File: src/rtl/aircon_mode_ctrl_pkg.sv
// Shared mode constants, state encoding and defaults for the aircon mode controller.
package aircon_mode_ctrl_pkg;

    // One-hot display codes; 0000 means the unit is off.
    localparam logic [3:0] ThermoOff      = 4'b0000;
    localparam logic [3:0] ThermoLowFan   = 4'b0001;
    localparam logic [3:0] ThermoHighFan  = 4'b0010;
    localparam logic [3:0] ThermoLowCool  = 4'b0100;
    localparam logic [3:0] ThermoHighCool = 4'b1000;

    localparam int unsigned TurboCyclesDefault = 16;
    localparam int unsigned TurboCntWidth      = 8;

    typedef enum logic [2:0] {
        StOff      = 3'd0,
        StLowFan   = 3'd1,
        StHighFan  = 3'd2,
        StLowCool  = 3'd3,
        StHighCool = 3'd4
    } mode_e;

    function automatic logic [3:0] mode_code(input mode_e m);
        logic [3:0] code;
        code = ThermoOff;
        unique case (m)
            StOff:      code = ThermoOff;
            StLowFan:   code = ThermoLowFan;
            StHighFan:  code = ThermoHighFan;
            StLowCool:  code = ThermoLowCool;
            StHighCool: code = ThermoHighCool;
            default:    code = ThermoOff;
        endcase
        return code;
    endfunction

    function automatic logic is_cool(input mode_e m);
        return (m == StLowCool) || (m == StHighCool);
    endfunction

endpackage

File: src/rtl/edge_rise.sv
// Rising-edge detector for one synchronous button level.
module edge_rise (
    input  logic Clk,
    input  logic nReset,
    input  logic D_In,
    output logic Pulse_Out
);

    logic hist_q;

    // History resets high so a button held through reset release gives no event.
    always_ff @(posedge Clk or negedge nReset) begin
        if (!nReset) begin
            hist_q <= 1'b1;
        end else begin
            hist_q <= D_In;
        end
    end

    assign Pulse_Out = D_In & ~hist_q;

endmodule

File: src/rtl/aircon_mode_ctrl.sv
// Five-state aircon mode controller with timed turbo and rejected-request flag.
module aircon_mode_ctrl
    import aircon_mode_ctrl_pkg::*;
#(
    parameter int unsigned TURBO_CYCLES = TurboCyclesDefault
) (
    input  logic       Clk,
    input  logic       nReset,
    input  logic       Up_In,
    input  logic       Down_In,
    input  logic       Turbo_Btn_In,
    input  logic       Off_In,
    output logic [3:0] Thermo_Out,
    output logic       Turbo_Out,
    output logic       Err_Out
);

    localparam logic [TurboCntWidth-1:0] TurboLoad = TurboCntWidth'(TURBO_CYCLES);

    logic up_ev, down_ev, turbo_ev, off_ev;

    edge_rise u_edge_up (
        .Clk       (Clk),
        .nReset    (nReset),
        .D_In      (Up_In),
        .Pulse_Out (up_ev)
    );

    edge_rise u_edge_down (
        .Clk       (Clk),
        .nReset    (nReset),
        .D_In      (Down_In),
        .Pulse_Out (down_ev)
    );

    edge_rise u_edge_turbo (
        .Clk       (Clk),
        .nReset    (nReset),
        .D_In      (Turbo_Btn_In),
        .Pulse_Out (turbo_ev)
    );

    edge_rise u_edge_off (
        .Clk       (Clk),
        .nReset    (nReset),
        .D_In      (Off_In),
        .Pulse_Out (off_ev)
    );

    mode_e                    state_q, state_d;
    logic                     turbo_q, turbo_d;
    logic [TurboCntWidth-1:0] cnt_q, cnt_d;
    logic                     err_q, err_d;
    logic [3:0]               thermo_q;

    // Next mode, turbo and error decision; turbo is judged against the next mode.
    always_comb begin
        state_d = state_q;
        turbo_d = turbo_q;
        cnt_d   = cnt_q;
        err_d   = 1'b0;

        if (turbo_q) begin
            cnt_d = cnt_q - 8'd1;
            if (cnt_d == 8'd0) begin
                turbo_d = 1'b0;
            end
        end

        if (off_ev) begin
            state_d = StOff;
            turbo_d = 1'b0;
            cnt_d   = 8'd0;
        end else begin
            if (up_ev && down_ev) begin
                err_d = 1'b1;
            end else if (up_ev) begin
                unique case (state_q)
                    StOff:      state_d = StLowFan;
                    StLowFan:   state_d = StHighFan;
                    StHighFan:  state_d = StLowCool;
                    StLowCool:  state_d = StHighCool;
                    StHighCool: err_d   = 1'b1;
                    default:    state_d = StOff;
                endcase
            end else if (down_ev) begin
                unique case (state_q)
                    StOff:      err_d   = 1'b1;
                    StLowFan:   state_d = StOff;
                    StHighFan:  state_d = StLowFan;
                    StLowCool:  state_d = StHighFan;
                    StHighCool: state_d = StLowCool;
                    default:    state_d = StOff;
                endcase
            end

            // Leaving the cooling modes drops turbo on the same edge.
            if (!is_cool(state_d)) begin
                turbo_d = 1'b0;
                cnt_d   = 8'd0;
            end

            if (turbo_ev) begin
                if (!is_cool(state_d)) begin
                    err_d = 1'b1;
                end else if (turbo_q) begin
                    turbo_d = 1'b0;
                    cnt_d   = 8'd0;
                end else begin
                    turbo_d = 1'b1;
                    cnt_d   = TurboLoad;
                end
            end
        end
    end

    // State and registered outputs.
    always_ff @(posedge Clk or negedge nReset) begin
        if (!nReset) begin
            state_q  <= StOff;
            turbo_q  <= 1'b0;
            cnt_q    <= 8'd0;
            err_q    <= 1'b0;
            thermo_q <= ThermoOff;
        end else begin
            state_q  <= state_d;
            turbo_q  <= turbo_d;
            cnt_q    <= cnt_d;
            err_q    <= err_d;
            thermo_q <= mode_code(state_d);
        end
    end

    assign Thermo_Out = thermo_q;
    assign Turbo_Out  = turbo_q;
    assign Err_Out    = err_q;

endmodule

File: config.mk
export PLATFORM = sky130hd
export DESIGN_NAME = aircon_mode_ctrl
export DESIGN_NICKNAME = d
export VERILOG_FILES = /design/src/rtl/aircon_mode_ctrl_pkg.sv /design/src/rtl/edge_rise.sv /design/src/rtl/aircon_mode_ctrl.sv
export SDC_FILE = /design/constraint.sdc
export NUM_CORES = 1
export LEC_CHECK = 0
export CAP_MARGIN = 5
export CORE_ASPECT_RATIO = 0.75
export CORE_MARGIN = 2
export CORE_UTILIZATION = 55
export DETAILED_ROUTE_END_ITERATION = 16
export PLACE_DENSITY_LB_ADDON = 0.3
export SLEW_MARGIN = 20
export SYNTH_ARGS = -nofsm -noshare
export SYNTH_HDL_FRONTEND = slang
export SYNTH_SLANG_ARGS = --single-unit
export TNS_END_PERCENT = 5
File: constraint.sdc
create_clock -name Clk -period 6.2 [get_ports Clk]
set_input_delay 0.62 -clock Clk [delete_from_list [all_inputs] [get_ports Clk]]
set_output_delay 0.62 -clock Clk [all_outputs]
set_load 0.01 [all_outputs]
==> flow_summary.ini, run 1 <==
[setup_path]
worstPathRequired_ns = 6.37
critPathLaunch = cnt_q[0]
crit_path_max_fanout = 5
worst-r2r-cell-count = 7
criticalPathCategory = reg -> reg
cp_cell_sequence = inv_1, ha_1, or3b_4, a2111oi_2, a31oi_1, a2111oi_2, a211oi_1
timing.critical_path.to_type = flip-flop
critical_path_arrival_ns = 2.35
critical_path.max_stage_delay_ns = 0.46
cpMostUsedCell = sky130_fd_sc_hd__a2111oi_2
worstSetupStartpointType = flip-flop
r2r_end = Turbo_Out
slowest_stage = sky130_fd_sc_hd__dfrtp_1
r2r_start = cnt_q[0]
r2r_slack_ns = 4.01

[logic_synthesis]
synth.top_cells.by_area = sky130_fd_sc_hd__dfrtp_1 35%, sky130_fd_sc_hd__dfstp_2 8.8%, sky130_fd_sc_hd__nor2_1 5.6%, sky130_fd_sc_hd__xnor2_1 3.6%, sky130_fd_sc_hd__nand2_1 3.4%
synth_area_per_cell_um2 = 8.95
netlist.area_leader.share_pct = 35.5
synth-seq-area-share_pct = 44.2
yosys.cell_types.count = 35
synthesis.nets = 142
yosys_warnings = 0
syn_area_mm2 = 0.00120
synthesis.instances = 134
ys_seq_elements = 21
synth_area_leader_cell = sky130_fd_sc_hd__dfrtp_1

[pwr]
leakage_nw = 0.518
cellPowerDensity_mw_per_mm2 = 195
report.power.total_mw = 0.264
worst_ir_drop_vdd_v = 0.000145

[worst_hold_path]
min_delay_worst_endpoint = cnt_q[7]
hold_path_depth = 2
hold_path.class = reg -> reg
hold_path.startpoint = cnt_q[7]

[sta]
final.hold.worst_slack_ns = 0.596
clock_skew_ns = 0.00905
number_of_pins_with_negative_max_slew_slack_in_the_final_report = 0
worst_slew_pin_slew_ns = 0.876
clock.fmax_mhz = 458
rsz0062_at_grt = false
final.setup.worst_slack_ns = 4.01
setup_total_negative_slack_ns = 0
period_needed_ns = 2.19
final.period_utilization_pct = 35.3
max-slew-margin-rel_pct = 41.4
final_count_of_negative_setup_slack_endpoints = 0
finalHoldViolations = 0

[drt]
drtPass1Iterations = 4
drt_drc_violations_left = 0
route.antenna.remaining_nets = 0
detail_route.iter0.violations = 47
routed_wirelength_um = 2420
detailroute.via_count = 986
routed_wire_length_per_instance_um = 14.4
via_density_per_instance = 5.87

[placed_design]
cell_area_after_placement_mm2 = 0.00132
place_congestion = 0.758
io_buffers = 11
preCtsSetupSlack_ns = 3.73
place_inst = 164
placed_wire_length_estimate_after_detailed_placement_um = 1770

[global_route]
track_usage_pct = 22.6
grt_start_max_net_pins = 22
grt_overflow = 0
grt_antenna_before_repair = 0
global_route_wire_length_before_repair_um = 4400
first_global_vias = 975

[cells_and_area]
mostFrequentLayoutCell = sky130_fd_sc_hd__nor2_1
drive_gt1_share_pct = 9.03
area_growth_pct = 12.4
stdcell_area_mm2 = 0.00135
insertedDiodeCount = 0
seqCellArea_um2 = 531
mostFrequentLayoutCells = 18 x sky130_fd_sc_hd__nor2_1, 17 x sky130_fd_sc_hd__dfrtp_1, 11 x sky130_fd_sc_hd__nand2_1, 11 x sky130_fd_sc_hd__clkdlybuf4s50_1, 8 x sky130_fd_sc_hd__a21oi_1
fin_cells = 168
fin_nets = 153
final_util_pct = 66.4
total_area_of_multi_input_combinational_cells_um2 = 636
n_fill_cell = 177

[floorplanning]
fp.dieArea_mm2 = 0.00258
floorplan.die.width_um = 57.9
design.portCount = 12
dieHeight_um = 44.5
coreArea_mm2 = 0.00203
placement_rows = 14
initial_standard_cell_utilization_of_the_core_pct = 59.1

[cts]
cts.repair.resized = 0
clk_root_buffer_cell = sky130_fd_sc_hd__clkbuf_4
clkTransAtPathRegs_ns = 0.12
cts_htree_levels = 1
clock_sink_total = 21
ctsLongestPathBuffers = 2
post-cts-setup-buffer-count = 0
worstSkewPairLatency_ns = 0.31
cts_made_buffers = 3
tritoncts = built
count_of_hold_fix_buffers_inserted_at_cts = 0

[run]
timing.max_cap.violations = 0

[outcome]
outcome = finished, final reports clean
[cells by family (layout without fill, tap and decap cells)]
family	count (synthesis)	in the layout	synth area share [%]
simple gates	62	62	26.2
xor+xnor	8	8	5.84
compound gates	32	32	18.9
buf+inv	9	19	2.82
fa+ha+maj	2	2	2.09
flops	21	21	44.2
[worst max-delay path: cells and delay by family (launching register included)]
| kind | cells | cell delay, ns |
|---|---|---|
| and+or+nand+nor | 1 | 0.43 |
| buffers and inverters | 1 | 0.10 |
| adders and majority gates | 1 | 0.23 |
| DFF | 1 | 0.46 |
| AOI/OAI and AO/OA | 4 | 0.82 |
[metal layers]
metal  up-vias  part of all wire [%]  GRT usage (%)
met5         -                     0              0
met4         0                  0.79           5.58
met3         2                   7.6           6.14
met2        39                    44           34.3
met1       454                    48           32.4
li1        491                     -              -
[sequential cells by signal, summed over array words and instances (netlist names)]
| signal | count |
|---|---|
| u_edge_off.hist_q | 1 |
| Err_Out | 1 |
| u_edge_turbo.hist_q | 1 |
| u_edge_down.hist_q | 1 |
| Turbo_Out | 1 |
| state_q | 3 |
| cnt_q | 8 |
| Thermo_Out | 4 |
| u_edge_up.hist_q | 1 |
[how the worst max path moves through the flow]
| stage | endpoint | slack [ns] |
|---|---|---|
| 6_report | Turbo_Out | 4.01 |
| 5_1_grt | Turbo_Out | 3.87 |
| 4_1_cts | Turbo_Out | 4.00 |
| 3_5_place_dp | cnt_q[1] | 3.73 |
| 3_3_place_gp | cnt_q[1] | 3.86 |
| 2_1_floorplan | Turbo_Out | 4.23 |
[where the power goes]
group | leakage, nW | switching (mW) | internal [mW]
sequential | 0.275 | 0.00779 | 0.145
combinational | 0.225 | 0.0239 | 0.0212
clock | 0.0177 | 0.0416 | 0.0241
total | 0.518 | 0.0733 | 0.190
[synth_stat cells]
| cell | number |
|---|---|
| sky130_fd_sc_hd__a211o_1 | 1 |
| sky130_fd_sc_hd__nor2b_1 | 6 |
| sky130_fd_sc_hd__xor2_1 | 3 |
| sky130_fd_sc_hd__a21boi_0 | 1 |
| sky130_fd_sc_hd__o41ai_1 | 1 |
| sky130_fd_sc_hd__o21ai_0 | 5 |
| sky130_fd_sc_hd__o21bai_1 | 2 |
| sky130_fd_sc_hd__a22oi_1 | 2 |
| sky130_fd_sc_hd__or3b_4 | 1 |
| sky130_fd_sc_hd__nor3_2 | 1 |
| sky130_fd_sc_hd__nor3_1 | 3 |
| sky130_fd_sc_hd__nand2b_1 | 6 |
| sky130_fd_sc_hd__a211oi_1 | 4 |
| sky130_fd_sc_hd__nand2_1 | 11 |
| sky130_fd_sc_hd__a21oi_1 | 8 |
| sky130_fd_sc_hd__a31oi_1 | 1 |
| sky130_fd_sc_hd__o211ai_1 | 1 |
| sky130_fd_sc_hd__xnor2_1 | 5 |
| sky130_fd_sc_hd__nand3_1 | 7 |
| sky130_fd_sc_hd__o22a_1 | 2 |
| sky130_fd_sc_hd__and2_2 | 1 |
| sky130_fd_sc_hd__dfrtp_1 | 17 |
| sky130_fd_sc_hd__a2111oi_2 | 2 |
| sky130_fd_sc_hd__dfstp_2 | 4 |
| sky130_fd_sc_hd__nor2_1 | 18 |
| sky130_fd_sc_hd__clkbuf_1 | 5 |
| sky130_fd_sc_hd__and2_1 | 1 |
| sky130_fd_sc_hd__nor3b_1 | 1 |
| sky130_fd_sc_hd__inv_1 | 4 |
| sky130_fd_sc_hd__nand4_1 | 1 |
| sky130_fd_sc_hd__o31ai_1 | 1 |
| sky130_fd_sc_hd__or3_1 | 2 |
| sky130_fd_sc_hd__and3_1 | 3 |
| sky130_fd_sc_hd__ha_1 | 2 |
| sky130_fd_sc_hd__a21o_1 | 1 |
[layout make-up]
type / count / area share (%)
timing repair buffer: 11 / 8.16
multi-input combinational: 104 / 47.1
tap: 24 / 2.23
clock inverter: 1 / 0.371
clock buffer: 3 / 1.67
sequential: 21 / 39.3
inverter: 4 / 1.11
Power figures use the tool's default switching activity.
==> run 2: changes to the inputs <==
clock period = 2.15 ns   (was 6.2 ns; I/O delays follow)
==> run 2 against run 1 <==
- setup slack got worse by 4.0 ns
- largest cell class unchanged
- worst hold slack got worse by 0.38 ns
- final area rose by 3.4%
- fmax rose by 4.1%
- register-to-register slack got worse by 4.0 ns
- final cell count rose by 3.6%
- highest routed layer unchanged
- critical endpoint unchanged
==> flow_summary.ini, run 2 (synthesis gave the netlist of run 1 again) <==
[outcome]
outcome = finished, final reports clean

[drt]
drtPass1Iterations = 4
routed_wire_length_per_instance_um = 14.5
via_density_per_instance = 5.97
detailroute.via_count = 1038
routed_wirelength_um = 2520
drt_drc_violations_left = 0
detail_route.iter0.violations = 49
route.antenna.remaining_nets = 0

[setup_path]
slowest_stage = sky130_fd_sc_hd__or3b_4
worstSetupStartpointType = flip-flop
path_buf_inv = 1
critical_path.top_delay_family = compound AO/OA/AOI/OAI gates
critical_path.max_stage_delay_ns = 0.42
critical_path_arrival_ns = 2.29
criticalPathCategory = reg -> reg
cpMostUsedCell = sky130_fd_sc_hd__a2111oi_2
worstPathRequired_ns = 2.34
crit_path_max_fanout = 5
cp_cell_sequence = inv_1, ha_2, or3b_4, a2111oi_2, a31oi_1, a2111oi_2, a211oi_1
timing.critical_path.to_type = flip-flop

[global_route]
global_route_wire_length_before_repair_um = 4300
grt_overflow = 0
groute.layer.met1.usage_pct = 29.8
first_global_vias = 940
track_usage_pct = 22.7
grt_antenna_before_repair = 0
met2_usage_pct = 37.0
grt_start_max_net_pins = 22
grt_busiest_layer = met2
groute.layer.met3.usage_pct = 5.26

[cells_and_area]
top_register = cnt_q
largest_reg_flops = 8
stdcell_area_mm2 = 0.00140
fin_cells = 174
mostFrequentLayoutCells = 18 x sky130_fd_sc_hd__nor2_1, 17 x sky130_fd_sc_hd__dfrtp_1, 11 x sky130_fd_sc_hd__nand2_1, 11 x sky130_fd_sc_hd__clkdlybuf4s50_1, 8 x sky130_fd_sc_hd__a21oi_1
drive_gt1_share_pct = 12.7
mostFrequentLayoutCell = sky130_fd_sc_hd__nor2_1
insertedDiodeCount = 0
area_growth_pct = 16.3
fin_nets = 159

[sta]
period_needed_ns = 2.10
worst_slew_pin_slew_ns = 0.421
max-slew-margin-rel_pct = 72.0
final.period_utilization_pct = 97.7
clock_skew_ns = 0.0185
final.setup.worst_slack_ns = 0.0498
clock.fmax_mhz = 476
final_count_of_negative_setup_slack_endpoints = 0
finalHoldViolations = 0
number_of_pins_with_negative_max_slew_slack_in_the_final_report = 0

[pwr]
cellPowerDensity_mw_per_mm2 = 552
worst_ir_drop_vdd_v = 0.000606
leakage_nw = 0.546
report.power.total_mw = 0.771

[placed_design]
io_buffers = 11
preCtsSetupSlack_ns = 0.000490
cell_area_after_placement_mm2 = 0.00136
place_congestion = 0.927
placed_wire_length_estimate_after_detailed_placement_um = 1840
place_inst = 169

[floorplanning]
coreArea_mm2 = 0.00203
design.portCount = 12
placement_rows = 14
fp.dieArea_mm2 = 0.00258
dieHeight_um = 44.5
initial_standard_cell_utilization_of_the_core_pct = 59.1
floorplan.die.width_um = 57.9

[run]
timing.max_cap.violations = 0

[cts]
clock_sink_total = 21
clkTransAtPathRegs_ns = 0.13
tritoncts = built
worstSkewPairLatency_ns = 0.32
cts_made_buffers = 3
clk_root_buffer_cell = sky130_fd_sc_hd__clkbuf_4
ctsLongestPathBuffers = 2
cts_htree_levels = 1

[worst_hold_path]
hold_path.class = in -> async
-- run 2: cell count changes in the layout (fill, tap and decap cells not counted), sizes merged --
cell / before / now
clkinv: 1 / 0
clkbuf: 3 / 4
buf: 0 / 6
-- run 2: report_power, final --
| part | switching, mW | internal, mW |
|---|---|---|
| clock network | 0.122 | 0.0726 |
| logic | 0.0714 | 0.0653 |
| registers | 0.0222 | 0.418 |
-- run 2: layout make-up --
class	count	area (um2)
tap	24	30.0
clock buffer	4	26.3
fill	161	637
inverter	4	15.0
sequential	21	531
multi-input combinational	104	638
timing repair buffer	17	155
-- run 2: worst paths after layout --
kind / slack, ns / cells past startpoint / endpoint / start
worst min register to register: 0.58 / 2 / cnt_q[7] / cnt_q[7]
worst min-delay path: 0.22 / 2 / Thermo_Out[1] / nReset
max in group asynchronous: 1.63 / 2 / u_edge_down.hist_q / nReset
min in group Clk: 0.33 / 1 / u_edge_off.hist_q / Off_In
worst max register to register: 0.05 / 7 / Turbo_Out / cnt_q[1]
worst max-delay path: 0.05 / 7 / Turbo_Out / cnt_q[1]
-- run 2: worst reg2reg max path: cells and delay by family, from the launching register on --
kind / cells / cell delay, ns
AOI/OAI and AO/OA: 4 / 0.87
and+or+nand+nor: 1 / 0.42
DFF: 1 / 0.39
adders and majority gates: 1 / 0.22
buffers and inverters: 1 / 0.10
-- run 2: routing by layer --
layer,part of all wire (%),routed length (um)
met1,47,1190
met2,45,1130
met3,6.3,159
met4,1.7,44
met5,0,0
-- run 2: metrics by stage --
step                hold WS (ns)  utilization, %  TNS [ns]
floorplan                -0.0806               -         0
global placement           0.551            66.9         0
detailed placement         0.561            66.9         0
CTS                        0.229            68.2         0
global route               0.245            68.7  -0.00596
finish                     0.219            68.7         0
-- run 2: what timing repair did --
action                     in CTS  in global routing
buffers inserted                0                  1
hold buffers                    0                  0
gates resized for setup         0                  1
setup endpoints to repair       0                  1
==> run 3: changes to the inputs <==
GPL_TIMING_DRIVEN = 0   (was default)
==> run 3 against run 2 <==
- sequential power fell by 2%
- final cell count up 0.57%
- clock skew shrank 0.0088 ns
- sequential share of layout area is 0.090 points higher
- utilization unchanged
- final area is the same
==> flow_summary.ini, run 3 (synthesis gave the netlist of run 1 again) <==
[global_route]
grt_start_max_net_pins = 22
grt_busiest_layer = met2
track_usage_pct = 21.0
groute.layer.met3.usage_pct = 5.26
grt_overflow = 0
groute.layer.met1.usage_pct = 28.4
first_global_vias = 900
global_route_wire_length_before_repair_um = 4040
grt_antenna_before_repair = 0
met2_usage_pct = 32.5

[drt]
drt_drc_violations_left = 0
via_density_per_instance = 5.93
routed_wire_length_per_instance_um = 14.3
drtPass1Iterations = 4
detail_route.iter0.violations = 29
routed_wirelength_um = 2500
route.antenna.remaining_nets = 0
detailroute.via_count = 1038

[run]
timing.max_cap.violations = 0

[cts]
cts_made_buffers = 3
cts_htree_levels = 1
worstSkewPairLatency_ns = 0.31
clkTransAtPathRegs_ns = 0.12
tritoncts = built
ctsLongestPathBuffers = 2
clk_root_buffer_cell = sky130_fd_sc_hd__clkbuf_4
clock_sink_total = 21
count_of_hold_fix_buffers_inserted_at_cts = 0

[setup_path]
worstSetupStartpointType = flip-flop
worstPathRequired_ns = 2.32
critical_path_arrival_ns = 2.24
r2r_slack_ns = 0.08
slowest_stage = sky130_fd_sc_hd__dfrtp_2
cpMostUsedCell = sky130_fd_sc_hd__a2111oi_2
timing.critical_path.to_type = flip-flop
crit_path_max_fanout = 5
criticalPathCategory = reg -> reg
cp_cell_sequence = inv_1, ha_4, or3b_4, a2111oi_2, a31oi_1, a2111oi_2, a211oi_1
critical_path.max_stage_delay_ns = 0.42

[floorplanning]
placement_rows = 14
dieHeight_um = 44.5
initial_standard_cell_utilization_of_the_core_pct = 59.1
floorplan.die.width_um = 57.9
coreArea_mm2 = 0.00203
design.portCount = 12
fp.dieArea_mm2 = 0.00258

[worst_hold_path]
hold_path.class = in -> reg

[sta]
finalHoldViolations = 0
worst_slew_pin_slew_ns = 0.912
final_count_of_negative_setup_slack_endpoints = 0
rsz0062_at_grt = false
period_needed_ns = 2.07
clock_skew_ns = 0.00963
number_of_pins_with_negative_max_slew_slack_in_the_final_report = 0
clock.fmax_mhz = 484
final.period_utilization_pct = 96.1
max-slew-margin-rel_pct = 39.0

[cells_and_area]
fin_cells = 175
top_register = cnt_q
insertedDiodeCount = 0
stdcell_area_mm2 = 0.00140
drive_gt1_share_pct = 11.3
largest_reg_flops = 8
mostFrequentLayoutCell = sky130_fd_sc_hd__nor2_1
fin_nets = 160
mostFrequentLayoutCells = 18 x sky130_fd_sc_hd__nor2_1, 16 x sky130_fd_sc_hd__dfrtp_1, 11 x sky130_fd_sc_hd__nand2_1, 11 x sky130_fd_sc_hd__clkdlybuf4s50_1, 8 x sky130_fd_sc_hd__a21oi_1
area_growth_pct = 16.3
final_util_pct = 68.7

[pwr]
p_int_mw = 0.554
leakage_nw = 0.532
clockPowerShare_pct = 24.8
comb_power_share_pct = 18.5
netSwitchingFraction_pct = 27.5
worst_ir_drop_vdd_v = 0.000470
cellPowerDensity_mw_per_mm2 = 547
sequential_share_of_power_pct = 56.7
netSwitchingPower_mw = 0.209

[placed_design]
place_inst = 169
io_buffers = 11
place_congestion = 0.929
cell_area_after_placement_mm2 = 0.00134
placed_wire_length_estimate_after_detailed_placement_um = 1710

[outcome]
outcome = finished, final reports clean
==> run 3: cell count changes in the layout (fill, tap and decap cells not counted), sizes merged <==
cell and delta:
clkbuf +5, buf -4
==> run 3: layer usage <==
layer,vias up,share of wire [%]
met3,9,8.0
met4,0,2.4
met5,-,0
met1,480,45
met2,46,44
li1,503,-
==> run 3: final cells by class <==
type                    count  area (um2)
clock buffers               4        26.3
flip-flops and latches     21         532
well taps                  24        30.0
repair buffers             13         125
multi-input cells         104         648
fillers                   161         637
plain buffers               5        18.8
inverters                   4        15.0
==> run 3: final timing paths <==
| kind | startpoint | end | cells past startpoint |
|---|---|---|---|
| worst max register to register | cnt_q[0] | Turbo_Out | 7 |
| worst min-delay path | Off_In | u_edge_off.hist_q | 1 |
| min in group asynchronous | nReset | Thermo_Out[1] | 1 |
| worst min register to register | cnt_q[7] | cnt_q[7] | 2 |
| worst max-delay path | cnt_q[0] | Turbo_Out | 7 |
| max in group asynchronous | nReset | cnt_q[0] | 1 |
==> run 3: worst max-delay path: cells and delay by family, from the launching register on <==
kind,cells,cell delay [ns]
AOI/OAI and AO/OA,4,0.81
adders and majority gates,1,0.17
buffers and inverters,1,0.12
DFF,1,0.42
and+or+nand+nor,1,0.41
==> run 3: power by group through the flow <==
stage	Clock [mW]	Combinational (mW)	Sequential (mW)
6_report	0.189	0.141	0.432
5_1_grt	0.210	0.159	0.436
4_1_cts	0.195	0.139	0.432
3_5_place_dp	0	0.138	0.440
3_3_place_gp	0	0.136	0.439
2_1_floorplan	0	0.0788	0.442
==> run 3: repair_timing <==
item                                    CTS  global route
gates resized for setup                   2             2
hold endpoints to repair                  0             0
endpoints found under the setup margin    1             1
pin swaps                                 0             1
setup buffers                             2             0
==> run 3: per-stage QoR <==
stage	total power, mW	worst slack, ns	setup TNS, ns	hold WS (ns)
global route	0.805	0.0228	0	0.325
floorplan	0.521	0.177	0	-0.0806
detailed placement	0.578	-0.0668	-0.0668	0.561
finish	0.763	0.0836	0	0.321
global placement	0.575	0.0773	0	0.552
CTS	0.766	0.00549	0	0.320
==> edit 1: new RTL, flow settings as in run 2 <==
The package constant `TurboCntWidth` goes from 8 to 9.
--- a/src/rtl/aircon_mode_ctrl_pkg.sv
+++ b/src/rtl/aircon_mode_ctrl_pkg.sv
@@ -9,7 +9,7 @@
     localparam logic [3:0] ThermoHighCool = 4'b1000;
 
     localparam int unsigned TurboCyclesDefault = 16;
-    localparam int unsigned TurboCntWidth      = 8;
+    localparam int unsigned TurboCntWidth      = 9;
 
     typedef enum logic [2:0] {
         StOff      = 3'd0,
Formal check against the unedited RTL: no difference found for any inputs over 10 cycles, from zero or initial values and one cycle with nReset low; that may be too few to reach the edited logic, so the function may still have changed.
==> edit 1 against run 2 <==
- maximum frequency is 10% higher
- setup slack improved by 0.20 ns
- die area is 8.0% higher
- final cell count is 5.7% higher
- via count rose by 0.39%
- cell area is 5.8% higher
- sequential cell count increased by 1
- clock skew is 0.015 ns lower
- routed wire length is 0.87% higher
- area after synthesis increased by 8.8%
- largest cell class unchanged
Power is not compared: it rests on default switching activity, and its combinational part moved more than twofold at a synthesized area within 25%.
==> edit 1: results <==
[global_route]
grt_pass1_vias = 937
grt_pass1_wl_um = 4236
grt_use_total_pct = 21.37
grt_max_degree = 23
antenna_found_initial = 0

[synth]
synthTopCellsByCount = 18 x dfrtp_1, 16 x nor2_1, 9 x nand3_1
yosys-top-cells-area = dfrtp_1 35%, dfstp_2 8.1%, nor2_1 4.6%, nand3_1 3.5%, o21ai_0 2.7%
syn_nets = 147
synthArstFlopShare_pct = 100.0
seq_area_frac_synth_pct = 42.57
synth_cell_type_count = 48
postSynthCellCount = 139
yosys_warnings = 0

[placed_design]
io_buffers = 11
dp_hpwl_um = 1859
placed_cell_area_um2 = 1439
gp_congestion = 0.9515

[sta]
worst_pin_slew_ns = 0.4511
fin_skew_ns = 0.003395

[cts]
clk_pin_slew_worst_paths_ns = 0.12
h-tree-depth = 1
post_cts_buffers = 0
numCtsBuffers = 3
cts_buffer_depth = 2
cts_root_buf = clkbuf_4

[critical_path]
arrival_ns = 2.10
cpMaxStageDelayCell = dfrtp_1
path_class = flip-flop to flip-flop
r2r-start = cnt_q[1]
crit_path_max_fanout = 8

[final_layout]
n_antenna_cell = 0
n_fill_cell = 194
largest_register_ffs = 9
drive_gt1_share_pct = 18.67
nNetsFinal = 159
final_cells = 184

[route]
drt-pass1-iter-count = 4
drt-initial-drc-count = 41
wirelength_um = 2542
vias = 1042

[power]
leakagePower_nw = 0.5756
p_int_w = 0.0007107
powerDensity_nw_per_um2 = 711.2

[status]
status = finished, final reports clean

[min_path]
holdCritPathClass = primary input to asynchronous set/reset pin
==> edit 1: layout make-up <==
type,instances,area share (%)
clock buffers,4,2.458
inverters,6,1.525
repair buffers,14,8.983
well taps,34,2.881
multi-input cells,104,46.44
flip-flops and latches,22,37.71
==> edit 1: worst max-delay path, delay by kind of cell, from the launching register on <==
family	cells	cell delay, ns
compound gates	2	0.52
flops	1	0.43
simple gates	2	0.36
fa+ha+maj	1	0.29
mux	1	0.10
buf+inv	1	0.09
==> edit 1: worst paths after layout <==
path | end | slack [ns] | cells past startpoint
worst max-delay path | Turbo_Out | 0.25 | 7
worst min-delay path | cnt_q[3] | 0.23 | 2
worst max register to register | Turbo_Out | 0.25 | 7
worst min register to register | cnt_q[8] | 0.57 | 2
max in group asynchronous | u_edge_up.hist_q | 1.65 | 2
min in group Clk | u_edge_off.hist_q | 0.34 | 1
==> edit 1: power by group through the flow <==
stage	clock network, W	logic [W]	registers, W
floorplan	0	0.000236	0.000497
CTS	0.000235	0.000298	0.000522
global route	0.000253	0.000330	0.000531
finish	0.000228	0.000298	0.000524
global placement	0	0.000294	0.000528
detailed placement	0	0.000297	0.000530
==> edit 1: cell families (layout without fill, tap and decap cells) <==
family / Yosys count / after routing / share of synthesized area [%]
flops: 22 / 22 / 42.57
buf+inv: 13 / 24 / 4.889
compound gates: 33 / 33 / 17.83
fa+ha+maj: 2 / 2 / 1.917
mux: 2 / 2 / 1.630
simple gates: 59 / 59 / 25.22
xor+xnor: 8 / 8 / 5.945
==> edit 1: per-stage QoR <==
step | worst slack (ns) | power (W)
floorplan | 0.4719 | 0.0007325
global placement | 0.3294 | 0.0008218
detailed placement | 0.2650 | 0.0008266
CTS | 0.2238 | 0.001056
global route | 0.05781 | 0.001115
finish | 0.2458 | 0.001050
==> edit 1: metal layers <==
| metal | wire (µm) | global-route usage, % | vias up |
|---|---|---|---|
| li1 | - | - | 516 |
| met1 | 1264 | 28.82 | 487 |
| met2 | 1109 | 31.96 | 34 |
| met3 | 128 | 6.180 | 5 |
| met4 | 40 | 9.333 | 0 |
| met5 | 0 | 0 | - |
==> edit 2: new RTL, settings of run 2 <==
Made on the original files. Re-encode `mode_e` (5 values) as one-hot, 5 bits wide.
--- a/src/rtl/aircon_mode_ctrl_pkg.sv
+++ b/src/rtl/aircon_mode_ctrl_pkg.sv
@@ -11,12 +11,12 @@
     localparam int unsigned TurboCyclesDefault = 16;
     localparam int unsigned TurboCntWidth      = 8;
 
-    typedef enum logic [2:0] {
-        StOff      = 3'd0,
-        StLowFan   = 3'd1,
-        StHighFan  = 3'd2,
-        StLowCool  = 3'd3,
-        StHighCool = 3'd4
+    typedef enum logic [4:0] {
+        StOff      = 5'b00001,
+        StLowFan   = 5'b00010,
+        StHighFan  = 5'b00100,
+        StLowCool  = 5'b01000,
+        StHighCool = 5'b10000
     } mode_e;
 
     function automatic logic [3:0] mode_code(input mode_e m);
Function: same outputs for any inputs over 10 cycles, from zero or initial values and one cycle with nReset low; not proved beyond that.
==> edit 2 against run 2 <==
- synthesized cell count is 7.5% higher
- sequential share of layout area is 3.4 points lower
- power is 17% higher
- highest routed layer is now met3
- core utilization is 3.5 points higher
- routed wire length is 21% higher
- cell area is 20% higher
- largest cell class unchanged
- setup slack better by 0.030 ns
- critical path depth stayed put
- area after synthesis is 14% higher
- sequential cell count is 2 higher
- global-route usage is 2.8 points higher
==> edit 2: results <==
[critical_path]
path_delay_family = simple AND/OR/NAND/NOR gates
critPathMaxStageDelay_ns = 0.55
r2r_end = cnt_q[2]
r2r-start = state_q[0]

[status]
status = finished, final reports clean

[route]
wl_met3_um = 252
wirelength_um = 3037
met2_length_um = 1383

[global_route]
grt_use_total_pct = 25.48
grt_pass1_wl_um = 5292
grt_pass1_vias = 1123

[cts]
clk_latency_ns = 0.29
clk_pin_slew_worst_paths_ns = 0.11

[sta]
fin_skew_ns = 0.001126

[power]
power_frac_clock_pct = 20.2
switching_share_pct = 28.37
leakagePower_nw = 0.6631

[synth]
syn_nets = 152
synthTopCellsByCount = 18 x dfrtp_1, 15 x nor3_1, 14 x nand2_1
yosys-top-cells-area = dfrtp_1 33%, dfstp_2 9.6%, xnor2_1 5.7%, nor3_1 5.5%, nand2_1 3.8%

[final_layout]
n_fill_cell = 197
multi_input_gates = 107
clk_share_pct = 1.564
num-nonclk-buffers = 29
multi_input_area_um2 = 749.5

[floorplanning]
rows = 15
==> edit 2: cell types whose count changed after synthesis, moves of 4 or more <==
cell             run 2  this run
xnor2_1              5         9
nor2_1              18        11
a21oi_1              8         3
a211oi_1             4         0
nor4_1               0         4
nor3_1               3        15
nand3_1              7         2
==> edit 2: through the flow <==
stage / power, W / TNS (ns) / instances / worst slack (ns) / utilization [%]
6_report: 0.0009024 / 0 / 203 / 0.07984 / 72.20
5_1_grt: 0.0009621 / -0.02639 / 203 / -0.02639 / 72.20
4_1_cts: 0.0009050 / 0 / 203 / 0.02788 / 71.29
3_5_place_dp: 0.0007188 / -0.7140 / 199 / -0.1069 / 70.16
3_3_place_gp: 0.0007135 / 0 / 199 / 0.01727 / 70.16
2_1_floorplan: 0.0006133 / 0 / 144 / 0.09817 / -
==> edit 2: cells by family after synthesis <==
| family | Yosys count | share of synthesized area [%] |
|---|---|---|
| and+or+nand+nor | 68 | 27.14 |
| DFF | 23 | 42.35 |
| AOI/OAI and AO/OA | 22 | 14.21 |
| buffers and inverters | 14 | 4.644 |
| xor gates and xnor gates | 13 | 8.288 |
| muxes | 2 | 1.548 |
| adders and majority gates | 2 | 1.821 |
==> edit 2: metal layers <==
metal / up-vias / GRT usage, %
met3: 0 / 5.510
met1: 547 / 37.88
met2: 54 / 38.74
met4: 0 / 4.681
met5: - / 0
li1: 558 / -
==> edit 2: worst reg2reg max path, delay by kind of cell (launching register included) <==
kind / cells / cell delay (ns)
flip-flops: 1 / 0.55
AND/OR/NAND/NOR: 4 / 0.95
AO/OA/AOI/OAI: 2 / 0.33
buffers and inverters: 1 / 0.16
==> edit 2: timing repair <==
action,in CTS,in global routing
gates resized for setup,0,5
setup endpoints to repair,0,11
hold endpoints to repair,0,0
hold buffers,0,0
